File: src/rtl/stream_demux_1xn_if.sv
// ---------------------------------------------------------------------------
// stream_demux_1xn_if
// Groups the upstream and per-channel downstream valid/ready stream signals of
// the 1-to-N packet demultiplexer.
//   in_valid / in_ready / in_data / in_sel / in_last : single upstream stream
//   out_valid / out_ready / out_data / out_last       : N downstream streams,
//                                                       channel k payload at
//                                                       out_data[k*DW +: DW]
// Modports:
//   master : the side that feeds the demux and consumes its outputs
//   slave  : the demux itself
// ---------------------------------------------------------------------------
interface stream_demux_1xn_if #(
    parameter int DW = 8,
    parameter int N  = 4
);
    localparam int SW = (N > 2) ? $clog2(N) : 1;

    logic          in_valid;
    logic          in_ready;
    logic [DW-1:0] in_data;
    logic [SW-1:0] in_sel;
    logic          in_last;
    logic [N-1:0]    out_valid;
    logic [N-1:0]    out_ready;
    logic [N*DW-1:0] out_data;
    logic [N-1:0]    out_last;

    modport master (
        output in_valid, in_data, in_sel, in_last, out_ready,
        input  in_ready, out_valid, out_data, out_last
    );

    modport slave (
        input  in_valid, in_data, in_sel, in_last, out_ready,
        output in_ready, out_valid, out_data, out_last
    );
endinterface

File: src/rtl/stream_demux_1xn.sv
// ---------------------------------------------------------------------------
// stream_demux_1xn
// Registered 1-to-N packet demultiplexer. The destination channel is taken
// from in_sel on the first beat of a packet and held until its last beat.
// Each channel has a one-entry output register with valid/ready backpressure;
// packets addressed to a non-existent channel are swallowed and counted.
// Ports:
//   clk      : rising-edge clock
//   rst_n    : asynchronous active-low reset
//   bus      : stream interface (slave modport), see stream_demux_1xn_if
//   busy     : high while inside a forwarded or dropped multi-beat packet
//   drop_cnt : saturating count of dropped packets
// ---------------------------------------------------------------------------
module stream_demux_1xn #(
    parameter int DW    = 8,
    parameter int N     = 4,
    parameter int CNT_W = 8
) (
    input  logic             clk,
    input  logic             rst_n,
    stream_demux_1xn_if.slave bus,
    output logic             busy,
    output logic [CNT_W-1:0] drop_cnt
);
    localparam int SW = (N > 2) ? $clog2(N) : 1;
    // Padded to a power of two so indexing by an out-of-range select is safe.
    localparam int NP = 1 << SW;

    typedef enum logic [1:0] {IDLE, BUSY, DROP} state_t;

    state_t        state;
    state_t        state_nxt;
    logic [SW-1:0] cur_ch;
    logic [SW-1:0] route_ch;
    logic [N-1:0]  slot_valid;
    logic [N-1:0]  slot_last;
    logic [DW-1:0] slot_data [N];
    logic [NP-1:0] free_pad;
    logic          sel_ok;
    logic          rdy;
    logic          accept;
    logic          fwd;
    logic          drop_hit;
    logic          latch_ch;

    // A slot can take a new beat when empty or when it is being drained this
    // cycle, which gives one beat per cycle per channel.
    always_comb begin
        free_pad         = '0;
        free_pad[N-1:0]  = ~slot_valid | bus.out_ready;
    end

    assign sel_ok = ({1'b0, bus.in_sel} < (SW + 1)'(N));

    // Ready, routing and next-state decode. Ready never depends on in_valid,
    // and is forced low while reset is asserted.
    always_comb begin
        rdy       = 1'b0;
        fwd       = 1'b0;
        route_ch  = cur_ch;
        state_nxt = state;
        drop_hit  = 1'b0;
        latch_ch  = 1'b0;
        case (state)
            IDLE: begin
                route_ch = bus.in_sel;
                if (sel_ok) begin
                    rdy = free_pad[bus.in_sel];
                    fwd = 1'b1;
                end else begin
                    rdy = 1'b1;
                end
            end
            BUSY: begin
                rdy = free_pad[cur_ch];
                fwd = 1'b1;
            end
            DROP: rdy = 1'b1;
            default: rdy = 1'b0;
        endcase

        accept = bus.in_valid & rdy & rst_n;

        if (accept) begin
            case (state)
                IDLE: begin
                    if (!sel_ok) begin
                        drop_hit = 1'b1;
                        if (!bus.in_last) state_nxt = DROP;
                    end else if (!bus.in_last) begin
                        latch_ch  = 1'b1;
                        state_nxt = BUSY;
                    end
                end
                BUSY:    if (bus.in_last) state_nxt = IDLE;
                DROP:    if (bus.in_last) state_nxt = IDLE;
                default: state_nxt = IDLE;
            endcase
        end
    end

    assign bus.in_ready = rdy & rst_n;
    assign busy         = (state != IDLE);

    // Packet state, latched destination and saturating drop counter.
    always_ff @(posedge clk or negedge rst_n) begin
        if (!rst_n) begin
            state    <= IDLE;
            cur_ch   <= '0;
            drop_cnt <= '0;
        end else begin
            state <= state_nxt;
            if (latch_ch) cur_ch <= bus.in_sel;
            if (drop_hit && (drop_cnt != '1)) drop_cnt <= drop_cnt + 1'b1;
        end
    end

    // Per-channel output registers: load on a forwarded beat, otherwise clear
    // valid once the consumer takes the beat; data/last hold while stalled.
    always_ff @(posedge clk or negedge rst_n) begin
        if (!rst_n) begin
            slot_valid <= '0;
            slot_last  <= '0;
            for (int k = 0; k < N; k++) slot_data[k] <= '0;
        end else begin
            for (int k = 0; k < N; k++) begin
                if (accept && fwd && (route_ch == SW'(k))) begin
                    slot_valid[k] <= 1'b1;
                    slot_last[k]  <= bus.in_last;
                    slot_data[k]  <= bus.in_data;
                end else if (bus.out_ready[k]) begin
                    slot_valid[k] <= 1'b0;
                end
            end
        end
    end

    always_comb begin
        bus.out_data = '0;
        for (int k = 0; k < N; k++) bus.out_data[k*DW +: DW] = slot_data[k];
    end

    assign bus.out_valid = slot_valid;
    assign bus.out_last  = slot_last;
endmodule
File: src/flat_wrapper.sv
// flat-port wrapper written by rule: the top's interface ports become plain ports
module stream_demux_1xn_flat 
#(
    parameter int DW    = 8,
    parameter int N     = 4,
    parameter int CNT_W = 8
)
  (clk, rst_n, busy, drop_cnt, bus_in_valid, bus_in_data, bus_in_sel, bus_in_last, bus_out_ready, bus_in_ready, bus_out_valid, bus_out_data, bus_out_last);
  stream_demux_1xn_if #(.DW(DW), .N(N)) bus_i ();
  input  logic clk;
  input  logic rst_n;
  output logic busy;
  output logic [CNT_W-1:0] drop_cnt;
  input wire logic [$bits(bus_i.in_valid)-1:0] bus_in_valid;
  input wire logic [$bits(bus_i.in_data)-1:0] bus_in_data;
  input wire logic [$bits(bus_i.in_sel)-1:0] bus_in_sel;
  input wire logic [$bits(bus_i.in_last)-1:0] bus_in_last;
  input wire logic [$bits(bus_i.out_ready)-1:0] bus_out_ready;
  output wire logic [$bits(bus_i.in_ready)-1:0] bus_in_ready;
  output wire logic [$bits(bus_i.out_valid)-1:0] bus_out_valid;
  output wire logic [$bits(bus_i.out_data)-1:0] bus_out_data;
  output wire logic [$bits(bus_i.out_last)-1:0] bus_out_last;
  assign bus_i.in_valid = bus_in_valid;
  assign bus_i.in_data = bus_in_data;
  assign bus_i.in_sel = bus_in_sel;
  assign bus_i.in_last = bus_in_last;
  assign bus_i.out_ready = bus_out_ready;
  assign bus_in_ready = bus_i.in_ready;
  assign bus_out_valid = bus_i.out_valid;
  assign bus_out_data = bus_i.out_data;
  assign bus_out_last = bus_i.out_last;
  stream_demux_1xn #(.DW(DW), .N(N), .CNT_W(CNT_W)) u_core (.clk(clk), .rst_n(rst_n), .bus(bus_i), .busy(busy), .drop_cnt(drop_cnt));
endmodule
File: config.mk
export PLATFORM = sky130hd
export DESIGN_NAME = stream_demux_1xn_flat
export DESIGN_NICKNAME = d
export VERILOG_FILES = /design/src/rtl/stream_demux_1xn_if.sv /design/src/rtl/stream_demux_1xn.sv /design/src/flat_wrapper.sv
export SDC_FILE = /design/constraint.sdc
export NUM_CORES = 1
export LEC_CHECK = 0
export CAP_MARGIN = 20
export CORE_ASPECT_RATIO = 0.7
export CORE_MARGIN = 2
export CORE_UTILIZATION = 40
export DETAILED_ROUTE_END_ITERATION = 16
export PLACE_DENSITY = 0.83
export SYNTH_ARGS = -nofsm -noshare
export SYNTH_HDL_FRONTEND = slang
export SYNTH_SLANG_ARGS = --single-unit
export TNS_END_PERCENT = 20
File: constraint.sdc
create_clock -name clk -period 2 [get_ports clk]
set_input_delay 0.2 -clock clk [delete_from_list [all_inputs] [get_ports clk]]
set_output_delay 0.2 -clock clk [all_outputs]
set_load 0.01 [all_outputs]
=== Word-level counts from Yosys, hierarchy flattened ===
Index checks and enable logic that the tools add are counted.

* Output and inout bits: 50
* Bits of input ports: 18
* Word-level logic and storage cells: 64
* Flip-flop bits (word level): 44

* Mux-type cells: 21
* Equality and inequality tests: 7
* Reduce and logical (&&, ||, !) cells: 15
* Bitwise gates (word level): 5
* Magnitude comparators: 2

{| class="wikitable"
|+ Operator list
! cell !! number
|-
| 2-to-1 mux 1 bit || 14
|-
| nonzero test 2 bit || 5
|-
| equality test 2 bit (second input constant) || 3
|-
| < comparator 2 x 3 -> 1 bit (second input constant) || 2
|-
| 2-to-1 mux 2 bit || 3
|-
| logical AND 1 bit || 5
|-
| binary-select mux 1 bit (select 2 bit) || 2
|-
| equality test 2 x 1 -> 1 bit (second input constant) || 2
|-
| zero test 2 bit || 2
|-
| inverter 4 bit || 1
|-
| OR 4 bit || 1
|-
| one-hot mux 2 bit (2 select lines) || 1
|-
| OR reduction 2 bit || 2
|-
| AND 1 bit || 3
|-
| one-hot mux 1 bit (3 select lines) || 1
|-
| AND reduction 3 bit || 1
|-
| != test 2 x 1 -> 1 bit (second input constant) || 1
|-
| != test 2 bit (second input constant) || 1
|}

=== Depth between registers and ports, before layout ===
* Word-level depth: 10
* Gate-level depth with buffers: 6

=== Least setup slack after synthesis ===
No wires, ideal clock.

* Path type: flip-flop to flip-flop
* Start: register u_core.slot_valid[2] (netlist: u_core.bus.out_valid[2])
* End: register u_core.slot_data, in the netlist u_core.bus.out_data[16]
* Data arrival time: 2.085 ns
* Cell stages (with the launch flop): 7
* Path slack: -0.210 ns
* Period minus slack after synthesis: 2.210 ns
* Cells stage by stage: dfrtp_1 or2b_2 o22ai_1 or4_1 buf_6 a211oi_4 mux2_2

* Longest elaborated chain between the ends: 9
* Elaborated cells between the ends (all ways): 11
* Classes of those cells: 5 x mux; 4 x bitwise; 2 x reduce/logical

{| class="wikitable"
|+ RTL lines
! what !! RTL line !! text
|-
| start: declaration || stream_demux_1xn.sv:35 || <nowiki>logic [N-1:0] slot_valid;</nowiki>
|-
| start signal: assignment || stream_demux_1xn.sv:122 || <nowiki>slot_valid <= '0;</nowiki>
|-
| start signal: indexed assignment || stream_demux_1xn.sv:128 || <nowiki>slot_valid[k] <= 1'b1;</nowiki>
|-
| start signal: indexed assignment || stream_demux_1xn.sv:132 || <nowiki>slot_valid[k] <= 1'b0;</nowiki>
|-
| inverter 4 bit * || stream_demux_1xn.sv:50 || <nowiki>free_pad[N-1:0] = ~slot_valid | bus.out_ready;</nowiki>
|-
| OR 4 bit * || stream_demux_1xn.sv:50 ||
|-
| binary-select mux 1 bit (select 2 bit) (on tied branches) || stream_demux_1xn.sv:75, stream_demux_1xn.sv:68 ||
|-
| 2-to-1 mux 1 bit (on tied branches) || stream_demux_1xn.sv:75, stream_demux_1xn.sv:68 ||
|-
| one-hot mux 1 bit (3 select lines) * || stream_demux_1xn.sv:64 || <nowiki>case (state)</nowiki>
|-
| AND 1 bit * (2 in a row) || stream_demux_1xn.sv:82 || <nowiki>accept = bus.in_valid & rdy & rst_n;</nowiki>
|-
| logical AND 1 bit * (2 in a row) || stream_demux_1xn.sv:127 || <nowiki>if (accept && fwd && (route_ch == SW'(k))) begin</nowiki>
|-
| end signal: indexed assignment || stream_demux_1xn.sv:130 || <nowiki>slot_data[k] <= bus.in_data;</nowiki>
|-
| end: declaration || stream_demux_1xn.sv:37 || <nowiki>logic [DW-1:0] slot_data [N];</nowiki>
|}

Mark *: on every way between the ends. The rest lies on a longest branch, timed or not. The select of a mux whose other input is x is not followed.
A chain may end at the register's enable or synchronous reset.

=== Worst setup path in the final report ===
* Start: register u_core.slot_valid[2] (netlist: u_core.bus.out_valid[2])
* End: register u_core.slot_data, in the netlist u_core.bus.out_data[9]

The elaborated chain is that of the path after synthesis.

==> summary.md <==
| Metric | Value |
|---|---|
| Hold WS | `roughly 0.46 ns` |
| Die area | `about 5400 um2` |
| Sequential share of the synthesized area | `55.8%` |
| CTS Buffer Depth | `2` |
| Max Slew Vio Count | `0` |
| # diodes | `0` |
| PwrDens | `about 1500 nW/um2` |
| Pre-CTS WS | `-0.548 ns` |
| Failing checks | `setup timing` |
| I/O pin count | `about 70` |
| Slew @ Worst Pin | `0.504 ns` |
| Final Net Count | `about 260` |
| Routed Antenna Nets | `0` |
| Largest net degree at the start of global routing | `30` |
| Remaining Overflow, GRT | `0` |
| Via count | `roughly 1500` |
| Lkg Pwr | `roughly 0.0013 uW` |
| Most frequent cells in the layout | `clkdlybuf4s50_1, dfrtp_1, buf_4, mux2_2, mux2_4` |
| Tot GR Track Use | `between 10% and 20%` |
| RSZ-0062 raised after global routing | `yes` |
| Row Count | `21` |
| DR DRC count | `0` |
| HPWL after detailed placement | `between 3000 and 4000 um` |
| Post-route minimum period | `2.21 ns` |
| DRT iter0 DRCs | `32` |
| Flop pwr share | `33.9%` |
| Starting Density | `~40%` |
| CP arrival | `2.38 ns` |
| Die Y | `slightly above 60 um` |
| Area growth, synth to finish | `56.2%` |
| Clock Sinks | `between 40 and 50` |
| Startpoint types | `flop` |
| First-pass GRT wire length | `slightly above 7000 um` |
| Combinational fraction of design power | `51.8%` |
| Final WS setup | `-0.211 ns` |
| Data required, critical path | `roughly 2.2 ns` |
| Vias in the first global route | `between 1000 and 1500` |
| GR met1 Demand/Resource | `between 20 and 25%` |
| P_int | `roughly 3100 uW` |
| Synthesis Warnings | `0` |
| Sw Ratio | `roughly 31%` |
| Asr flop ratio synth | `100%` |
| CTS H-tree depth | `2` |
| Setup CP Type | `reg2reg` |
| Setup Skew | `between 0.004 and 0.005 ns` |
| Max_cap viols | `0` |
| Final setup vio count | `37` |
| Fin crit share | `111%` |
| Syn Std Cell Area | `between 1500 and 2000 um2` |
| #FFs+latches synth | `43` |
| Synth cell types | `37` |
| Commonest non-fill, non-tap cell in the layout | `clkdlybuf4s50_1` |
| Total CTS buffers | `5` |
| Slew margin rel. | `around 66%` |
| Status | `finished with violations` |
| Average size of a mapped cell | `about 14 um2` |
| Clock-pin transition on the worst setup and hold timing paths | `approximately 0.080 ns` |
| Ys flop type | `dfrtp_1` |
| GR Util met3 | `under 10%` |
| EDFF count, synth | `0` |
| Clk pwr share | `roughly 14%` |
| Final Hold Fails | `0` |
| Cells after synthesis | `~140` |
| Psw | `~1400 uW` |
| CTS tree | `done` |
| GP Congestion | `0.946` |
| Buffers on Ports | `a little under 60` |
| FMAX | `452 MHz` |
| Die Wd | `87.0 um` |
| WL per Instance | `around 16 um` |
| Min-Delay Path Class | `in2async` |
| Core Region | `4700 um2` |
| Detailed-route vias per instance | `roughly 5.0` |
| DRT Wirelength | `approximately 4700 um` |
| Gr busiest metal | `met2` |
| Initial antenna violation count | `0` |
| Peak supply drop | `661 uV` |
| Crit path capture type | `flop` |
| Root Driver | `clkbuf_8` |
| Clock Latency Late Sink | `around 0.29 ns` |
| Layout cells sized above 1 | `between 30 and 40%` |
| Setup TNS Final | `-5.35 ns` |
| Iteration count of the initial detailed-routing pass | `4` |
| Met2 usage | `roughly 29%` |
| Max FO, Critical Path | `6` |
| Final total power | `roughly 4500 uW` |
cells in the mapped netlist, drive strengths merged (2+ instances only):
library cell | n | area share [%]
a211oi | 3 | 3.1
nand2 | 4 | 0.91
inv | 6 | 1.2
mux2 | 37 | 22
o21ai | 5 | 1.3
dfrtp | 43 | 56
buf | 9 | 3.7
a21oi | 2 | 0.52
nor3 | 2 | 0.52
or2b | 2 | 0.91
nand2b | 2 | 0.65
o22ai | 2 | 0.65
cells by family after synthesis:
group	count (synthesis)	share of synthesized area (%)
fa+ha+maj	1	0.649
flops	43	55.8
mux	38	22.1
simple gates	19	6.10
buf+inv	16	5.06
compound gates	21	10.1
other cells	1	0.194
path summary, 6_finish.rpt:
kind	slack [ns]	cells past startpoint	from	to
worst max-delay path	-0.21	6	u_core.bus.out_valid[2]$_DFFE_PN0P_	u_core.bus.out_data[9]$_DFFE_PN0P_
worst min-delay path	0.46	3	rst_n	u_core.bus.out_data[0]$_DFFE_PN0P_
worst max register to register	-0.21	6	u_core.bus.out_valid[2]$_DFFE_PN0P_	u_core.bus.out_data[9]$_DFFE_PN0P_
worst min register to register	0.51	1	u_core.bus.out_data[3]$_DFFE_PN0P_	u_core.bus.out_data[3]$_DFFE_PN0P_
max in group asynchronous	1.18	3	rst_n	u_core.bus.out_valid[3]$_DFFE_PN0P_
min in group clk	0.51	1	u_core.bus.out_data[3]$_DFFE_PN0P_	u_core.bus.out_data[3]$_DFFE_PN0P_
per-layer routing:
layer,wire (um),up-vias
met4,0,0
met3,331,0
met5,0,-
met2,2140,62
met1,2200,737
li1,-,685
registers in the layout, indices dropped and copies added (netlist names):
signal / flops
u_core.bus.out_data: 32
u_core.state: 1
u_core.bus.out_valid: 4
u_core.cur_ch: 2
u_core.bus.out_last: 4
metrics by stage:
step	cells	cell area [um2]	utilization, %
floorplan	146	1950	-
global placement	283	2780	59.1
detailed placement	283	2780	59.1
CTS	294	2970	63.1
global route	295	3010	64.0
finish	295	3010	64.0
worst max-delay path, stage by stage, from the launching register on:
cell	delay, ns
dfrtp_1	0.38
or2b_4	0.24
o22ai_4	0.08
or4_4	0.60
a211oi_4	0.28
buf_4	0.19
mux2_2	0.33
repair_timing:
item	CTS	global route
setup buffers	3	2
pin swaps	2	1
hold buffers	1	0
endpoints found under the hold margin	14	0
setup endpoints to repair	38	40
gates resized for setup	18	10
area by class of cell:
cell class	instances	area [um2]
fillers	363	1690
flip-flops and latches	43	1080
repair buffers	95	873
multi-input cells	87	866
clock buffers	6	72.6
well taps	57	71.3
clock inverters	1	30.0
inverters	6	22.5
power by group through the flow:
stage	Combinational [uW]	Sequential [uW]	Clock, uW
floorplan	755	1710	0
global placement	2140	1520	0
detailed placement	2180	1540	0
CTS	2300	1530	660
global route	2510	1580	693
finish	2340	1530	644
(Power assumes the default switching activity.)
